==> src/rtl/pattern_tx.sv <==
// Framed serial transmitter: each accepted word goes out as sync pattern, payload (MSB first),
// then a run of forced-zero gap cycles, all on a registered serial line.
module pattern_tx #(
  parameter int unsigned DATA_W     = 8,
  parameter logic [3:0]  SYNC_PAT   = 4'b1010,
  parameter int unsigned GAP_CYCLES = 2
) (
  input  logic              clk,
  input  logic              rst,
  input  logic [DATA_W-1:0] din,
  input  logic              din_valid,
  output logic              din_ready,
  output logic              x,
  output logic              busy,
  output logic              frame_done,
  output logic [7:0]        frame_cnt
);

  localparam int unsigned CNT_W = ($clog2(DATA_W) > 4) ? $clog2(DATA_W) : 4;

  localparam logic [1:0] StIdle = 2'd0;
  localparam logic [1:0] StSync = 2'd1;
  localparam logic [1:0] StData = 2'd2;
  localparam logic [1:0] StGap  = 2'd3;

  localparam logic [CNT_W-1:0] CntOne   = CNT_W'(1);
  localparam logic [CNT_W-1:0] SyncLast = CNT_W'(3);
  localparam logic [CNT_W-1:0] DataLast = CNT_W'(DATA_W - 1);
  localparam logic [CNT_W-1:0] GapLast  = CNT_W'((GAP_CYCLES == 0) ? 0 : GAP_CYCLES - 1);
  localparam bit               NoGap    = (GAP_CYCLES == 0);

  logic [1:0]        state_q, state_d;
  logic [CNT_W-1:0]  cnt_q, cnt_d;
  logic [DATA_W-1:0] shift_q, shift_d;
  logic              x_q, x_d;
  logic [7:0]        frame_cnt_q;
  logic [1:0]        sync_idx;

  assign din_ready  = (state_q == StIdle);
  assign busy       = (state_q != StIdle);
  assign x          = x_q;
  assign frame_cnt  = frame_cnt_q;
  assign frame_done = ((state_q == StGap) && (cnt_q == GapLast)) ||
                      (NoGap && (state_q == StData) && (cnt_q == DataLast));

  always_comb begin
    state_d = state_q;
    cnt_d   = cnt_q;
    shift_d = shift_q;
    unique case (state_q)
      StIdle: begin
        if (din_valid) begin
          state_d = StSync;
          cnt_d   = '0;
          shift_d = din;
        end
      end
      StSync: begin
        if (cnt_q == SyncLast) begin
          state_d = StData;
          cnt_d   = '0;
        end else begin
          cnt_d = cnt_q + CntOne;
        end
      end
      StData: begin
        if (cnt_q == DataLast) begin
          state_d = NoGap ? StIdle : StGap;
          cnt_d   = '0;
        end else begin
          cnt_d = cnt_q + CntOne;
        end
      end
      StGap: begin
        if (cnt_q == GapLast) begin
          state_d = StIdle;
          cnt_d   = '0;
        end else begin
          cnt_d = cnt_q + CntOne;
        end
      end
      default: begin
        state_d = StIdle;
        cnt_d   = '0;
      end
    endcase

    // x is registered, so it is computed from the state the next cycle will be in.
    if (state_d == StData) begin
      shift_d = {shift_q[DATA_W-2:0], 1'b0};
    end

    sync_idx = 2'd3 - cnt_d[1:0];
    case (state_d)
      StSync:  x_d = SYNC_PAT[sync_idx];
      StData:  x_d = shift_q[DATA_W-1];
      default: x_d = 1'b0;
    endcase
  end

  always_ff @(posedge clk) begin
    if (rst) begin
      state_q     <= StIdle;
      cnt_q       <= '0;
      shift_q     <= '0;
      x_q         <= 1'b0;
      frame_cnt_q <= 8'd0;
    end else begin
      state_q <= state_d;
      cnt_q   <= cnt_d;
      shift_q <= shift_d;
      x_q     <= x_d;
      if (frame_done) begin
        frame_cnt_q <= frame_cnt_q + 8'd1;
      end
    end
  end

endmodule

==> config.mk <==
export PLATFORM = sky130hd
export DESIGN_NAME = pattern_tx
export DESIGN_NICKNAME = d
export VERILOG_FILES = /design/src/rtl/pattern_tx.sv
export SDC_FILE = /design/constraint.sdc
export NUM_CORES = 1
export LEC_CHECK = 0
export ABC_AREA = 1
export ABC_CLOCK_PERIOD_IN_PS = 2700
export CAP_MARGIN = 40
export CORE_UTILIZATION = 46
export CTS_CLUSTER_SIZE = 30
export DETAILED_ROUTE_END_ITERATION = 10
export HOLD_SLACK_MARGIN = 0.06
export PLACE_DENSITY = 0.76
export SYNTH_ARGS = -nofsm -noshare
export SYNTH_HDL_FRONTEND = slang
export SYNTH_SLANG_ARGS = --single-unit
==> constraint.sdc <==
create_clock -name clk -period 2.7 [get_ports clk]
set_input_delay 0.54 -clock clk [delete_from_list [all_inputs] [get_ports clk]]
set_output_delay 0.54 -clock clk [all_outputs]
set_load 0.01 [all_outputs]
==> impl_metrics.py, run 1 <==
metrics = {
    "status": {
        "status": "finished, final reports clean",
    },
    "worst_setup_path": {
        "cpPeakStageDelay_ns": 0.53,
        "arrival_ns": 1.80,
        "ff2ff_setup_slack_ns": 0.58,
        "cpLargestDelayFamily": "buffers and inverters",
        "required_ns": 2.16,
        "end_kind": "primary output",
        "path_class": "register to primary output",
        "path_buf_inv": 2,
        "worstPathCellList": "ha_1 -> nand3_4 -> inv_4 -> clkdlybuf4s50_1",
        "cp_slowest_cell": "clkdlybuf4s50_1",
        "path_max_fanout": 7,
        "worstSetupStartpointType": "register",
    },
    "power": {
        "p_total_uw": 600,
        "p_sw_share_pct": 25.8,
        "powerDensity_nw_per_um2": 397,
        "power.internal_uw": 445,
        "p_seq_share_pct": 59.6,
        "p_leak_nw": 0.587,
        "p_switching_uw": 155,
        "power_frac_comb_pct": 13.8,
        "ir_drop_mv": 0.223,
        "pwr-share-clk_pct": 26.6,
    },
    "final_layout": {
        "design_area_um2": 1510,
        "drive_gt1_share_pct": 13.6,
        "final_cell_mix": "40 x nand2_1, 23 x dfxtp_1, 22 x clkdlybuf4s50_1",
        "layout.nets": 208,
        "fillerInstances": 226,
        "final_common_cell": "nand2_1",
        "final_core_util_pct": 60.4,
        "diodes": 0,
        "synthToLayoutAreaGrowth_pct": 23.9,
        "stdcell_count": 221,
    },
    "logic_synthesis": {
        "synth-edff-count": 0,
        "synth_cell_type_count": 31,
        "ys_seq_area_share_pct": 37.8,
        "ys.flop_type": "dfxtp_1",
        "synth.top_cell.area_share_pct": 37.8,
        "yosys_register_bits": 23,
        "synthCells": 165,
        "synth_area_per_cell_um2": 7.38,
        "syn_area_um2": 1220,
        "yosys_warnings": 0,
        "synth_fp_nets": 181,
        "synthArstFlopShare_pct": 0,
        "synth.area.top_cells": "dfxtp_1 38%, nand2_1 12%, inv_1 5.2%, ha_1 5.1%, nand3_1 4.9%",
        "yosysTopAreaCell": "dfxtp_1",
    },
    "die": {
        "start_util_pct": 48.7,
        "core_um2": 2500,
        "num_io_pins": 23,
        "die_y_um": 53.4,
        "die-area_um2": 2860,
        "rows": 18,
        "die_w_um": 53.4,
    },
    "place": {
        "dp_worst_setup_slack_ns": 0.333,
        "hpwlAfterDp_mm": 1.95,
        "placed_area_um2": 1480,
        "io_buffers": 22,
        "gp_congestion": 0.835,
        "dpl.cell_count": 217,
    },
    "route": {
        "wire_per_inst_um": 11.4,
        "routed_wirelength_mm": 2.52,
        "vias_per_cell": 5.19,
        "vias": 1146,
        "antenna_left": 0,
        "firstDrtPassIters": 4,
        "drcViolationCount": 0,
        "drt_iter0_markers": 19,
    },
    "sta": {
        "tightest_slew_ns": 0.271,
        "rsz0062_at_grt": "no",
        "fin_tns_setup_ns": 0,
        "finalSetupViolCount": 0,
        "period_share_pct": 86.6,
        "fmax_mhz": 428,
        "hold_viol_final": 0,
        "hold_ws_ns": 0.481,
        "worst_slack_ns": 0.362,
        "skew_ns": 0.00333,
        "slew_headroom_pct": 81.8,
        "layout_min_cycle_time_ns": 2.34,
        "drv_slew": 0,
    },
    "clock_network": {
        "cts_root_buf": "clkbuf_4",
        "cts_tree": "yes",
        "numCtsBuffers": 3,
        "cts_max_level": 1,
        "hold_buffers": 0,
        "clock_latency_ns": 0.31,
        "cts_setup_buffers": 0,
        "cts.path.max_buffers": 2,
        "clk_pin_slew_ns": 0.13,
        "cts_sinks": 23,
        "post_cts_resized": 0,
    },
    "global_route": {
        "grt_pass1_wl_mm": 4.12,
        "antenna_found_initial": 0,
        "track_usage_pct": 19.7,
        "grt_pass1_vias": 1019,
        "grt_max_degree": 14,
        "overflow": 0,
    },
    "job": {
        "maxCapViolCount": 0,
    },
    "worst_hold_path": {
        "hp-class": "register to register",
    },
}
layout make-up:
class                   instances  area [µm²]  area share, %
multi-input cells             117         658           43.6
flip-flops and latches         23         460           30.5
repair buffers                 24         235           15.6
inverters                      23        90.1           5.97
well taps                      30        37.5           2.49
clock buffers                   3        22.5           1.49
clock inverters                 1        5.00          0.332
cell families after synthesis:
logic type	count (synthesis)	synth area share, %
simple gates	85	36.0
compound gates	27	13.0
flops	23	37.8
fa+ha+maj	5	5.14
buf+inv	25	8.12
power by group through the flow:
stage,Combinational (mW),Clock (mW),Sequential (mW)
2_1_floorplan,0.0482,0,0.364
3_3_place_gp,0.0819,0,0.364
3_5_place_dp,0.0826,0,0.365
4_1_cts,0.0834,0.164,0.357
5_1_grt,0.0917,0.174,0.359
6_report,0.0829,0.159,0.357
synthesized netlist by cell type, types with 2 or more instances:
library cell / number
nand3_2: 3
nor2_2: 2
nor3_1: 2
nor2_1: 15
o21ai_0: 6
nand2_1: 40
nor2_4: 3
a21oi_1: 11
dfxtp_1: 23
nand3_1: 12
a31oi_1: 6
inv_2: 3
ha_1: 5
inv_1: 17
worst min-delay path, stage by stage, from the launching register on:
cell	delay, ns
dfxtp_1	0.33
inv_1	0.06
a21oi_1	0.06
final timing paths:
path / start / endpoint / depth (start not counted)
worst min-delay path: shift_q[0] / shift_q[0] / 2
worst max-delay path: cnt_q[0] / frame_done / 4
worst max register to register: cnt_q[0] / shift_q[1] / 13
worst min register to register: shift_q[0] / shift_q[0] / 2
per-layer routing:
metal / vias up / GRT usage [%] / share of wire, %
met4: 0 / 6.58 / 0.60
met3: 2 / 2.59 / 3.4
met5: - / 0 / 0
met2: 25 / 36.3 / 49
met1: 525 / 23.0 / 46
li1: 594 / - / -
sequential cells by signal (all words and copies together) (netlist names):
register and count:
shift_q 8, x 1, state_q 2, cnt_q 4, frame_cnt 8
Note: power is estimated with default switching activity, not from simulation.
==> inputs of run 2 (changes only) <==
- CORE_ASPECT_RATIO: default -> 1.2
- SETUP_SLACK_MARGIN: default -> 0.3
- SLEW_MARGIN: default -> 20
==> run 2 against run 1 <==
Total power grew 0.16%; die area is essentially flat; sequential share of layout area is essentially flat; maximum frequency grew 1.7%; clock-buffer cell count is the same; core utilization shrank 0.46 points; final cell count grew 1.4%; clock power is essentially flat; largest cell class unchanged; setup slack gained 0.040 ns; hold slack lost 0.018 ns; combinational power shrank 0.7%; highest routed layer unchanged; global-route usage shrank 1.2 points.
==> impl_metrics.py, run 2 (synthesis results as in run 1) <==
metrics = {
    "die": {
        "die_w_um": 49.0,
        "core_um2": 2530,
        "num_io_pins": 23,
        "start_util_pct": 48.2,
        "die_y_um": 58.4,
        "rows": 20,
        "die-area_um2": 2860,
    },
    "final_layout": {
        "fillerInstances": 234,
        "final_cell_mix": "40 x nand2_1, 22 x dfxtp_1, 22 x clkdlybuf4s50_1",
        "multiInputGateArea_um2": 658,
        "synthToLayoutAreaGrowth_pct": 24.4,
        "stdcell_count": 224,
        "drive_gt1_share_pct": 14.1,
        "final_common_cell": "nand2_1",
        "design_area_um2": 1510,
        "seq_area_um2": 462,
        "diodes": 0,
        "layout.nets": 208,
        "final_core_util_pct": 59.9,
    },
    "worst_setup_path": {
        "r2r-end": "shift_q[1]",
        "path_buf_inv": 3,
        "ff2ff_setup_slack_ns": 0.60,
        "critPathCapture": "frame_done",
        "arrival_ns": 1.76,
        "cpPeakStageDelay_ns": 0.53,
        "worstPathCellList": "inv_1 -> ha_1 -> nand3_4 -> inv_4 -> clkdlybuf4s50_1",
        "path_class": "register to primary output",
        "cp_num_cells": 5,
        "crit_start": "cnt_q[1]",
        "worstSetupStartpointType": "register",
        "end_kind": "primary output",
        "rr_startpoint": "cnt_q[1]",
        "path_max_fanout": 7,
        "cpLargestDelayFamily": "buffers and inverters",
        "cp_slowest_cell": "clkdlybuf4s50_1",
        "required_ns": 2.16,
        "reg2reg_depth": 11,
    },
    "power": {
        "ir_drop_mv": 0.346,
        "power.internal_uw": 445,
        "p_seq_share_pct": 59.5,
        "p_leak_nw": 0.588,
        "powerDensity_nw_per_um2": 397,
        "power_frac_comb_pct": 13.7,
        "pwr-share-clk_pct": 26.8,
        "p_switching_uw": 155,
        "p_sw_share_pct": 25.9,
        "p_total_uw": 600,
    },
    "clock_network": {
        "cts_max_level": 1,
        "cts.path.max_buffers": 2,
        "cts_sinks": 23,
        "post_cts_resized": 0,
        "cts_setup_buffers": 0,
        "cts_root_buf": "clkbuf_4",
        "hold_buffers": 0,
        "clock_latency_ns": 0.31,
        "numCtsBuffers": 3,
        "cts_tree": "yes",
        "clk_pin_slew_ns": 0.12,
    },
    "place": {
        "placed_area_um2": 1490,
        "dp_worst_setup_slack_ns": 0.305,
        "io_buffers": 22,
        "dpl.cell_count": 220,
        "gp_congestion": 0.785,
        "hpwlAfterDp_mm": 1.84,
    },
    "global_route": {
        "use_met1_pct": 19.5,
        "grt_pass1_vias": 1048,
        "antenna_found_initial": 0,
        "grt_max_degree": 14,
        "use_met2_pct": 34.9,
        "grt_pass1_wl_mm": 4.05,
        "track_usage_pct": 18.5,
        "grt-busiest-layer": "met2",
        "overflow": 0,
        "grt_use_met3_pct": 2.58,
    },
    "route": {
        "vias": 1142,
        "drt_iter0_markers": 32,
        "wire_per_inst_um": 10.5,
        "drcViolationCount": 0,
        "vias_per_cell": 5.10,
        "routed_wirelength_mm": 2.35,
        "firstDrtPassIters": 4,
        "antenna_left": 0,
    },
    "sta": {
        "hold_viol_final": 0,
        "rsz0062_at_grt": "no",
        "period_share_pct": 85.1,
        "tightest_slew_ns": 0.358,
        "fin_tns_setup_ns": 0,
        "drv_slew": 0,
        "fmax_mhz": 435,
        "slew_headroom_pct": 76.1,
        "skew_ns": 0.00113,
        "worst_slack_ns": 0.401,
        "layout_min_cycle_time_ns": 2.30,
        "hold_ws_ns": 0.463,
        "finalSetupViolCount": 0,
    },
    "job": {
        "maxCapViolCount": 0,
    },
    "status": {
        "status": "finished, final reports clean",
    },
    "worst_hold_path": {
        "hp-class": "register to register",
    },
}
run 2: changes by cell type in the layout (fill, tap and decap cells not counted):
| cell | before | now |
|---|---|---|
| dfxtp_1 | 23 | 22 |
| dfxtp_2 | 0 | 1 |
run 2: worst min path at each step:
stage | start | endpoint | slack (ns) | cells past startpoint
floorplan | shift_q[0] | shift_q[0] | 0.43 | 2
global placement | shift_q[0] | shift_q[0] | 0.45 | 2
detailed placement | shift_q[0] | shift_q[0] | 0.45 | 2
CTS | shift_q[0] | shift_q[0] | 0.47 | 2
global route | shift_q[0] | shift_q[0] | 0.48 | 2
finish | shift_q[0] | shift_q[0] | 0.46 | 2
run 2: layer usage:
layer,up-vias,share of wire (%)
met5,-,0
met4,0,1.5
met3,4,3.2
met2,28,52
met1,520,43
li1,590,-
run 2: final cells by class:
cell class	count	area share, %
tap	33	2.73
timing repair buffer	24	15.5
inverter	23	5.95
clock inverter	1	0.331
clock buffer	3	1.49
multi-input combinational	117	43.5
sequential	23	30.5
run 2: tightest hold or removal path, stage by stage, from the launching register on:
cell	delay, ns
dfxtp_1	0.32
inv_1	0.06
a21oi_1	0.06
run 2: power groups by stage:
stage / combinational (mW) / clock [mW] / sequential [mW]
3_3_place_gp: 0.0814 / 0 / 0.364
2_1_floorplan: 0.0482 / 0 / 0.364
4_1_cts: 0.0831 / 0.168 / 0.357
3_5_place_dp: 0.0826 / 0 / 0.365
5_1_grt: 0.0919 / 0.175 / 0.359
6_report: 0.0823 / 0.161 / 0.357
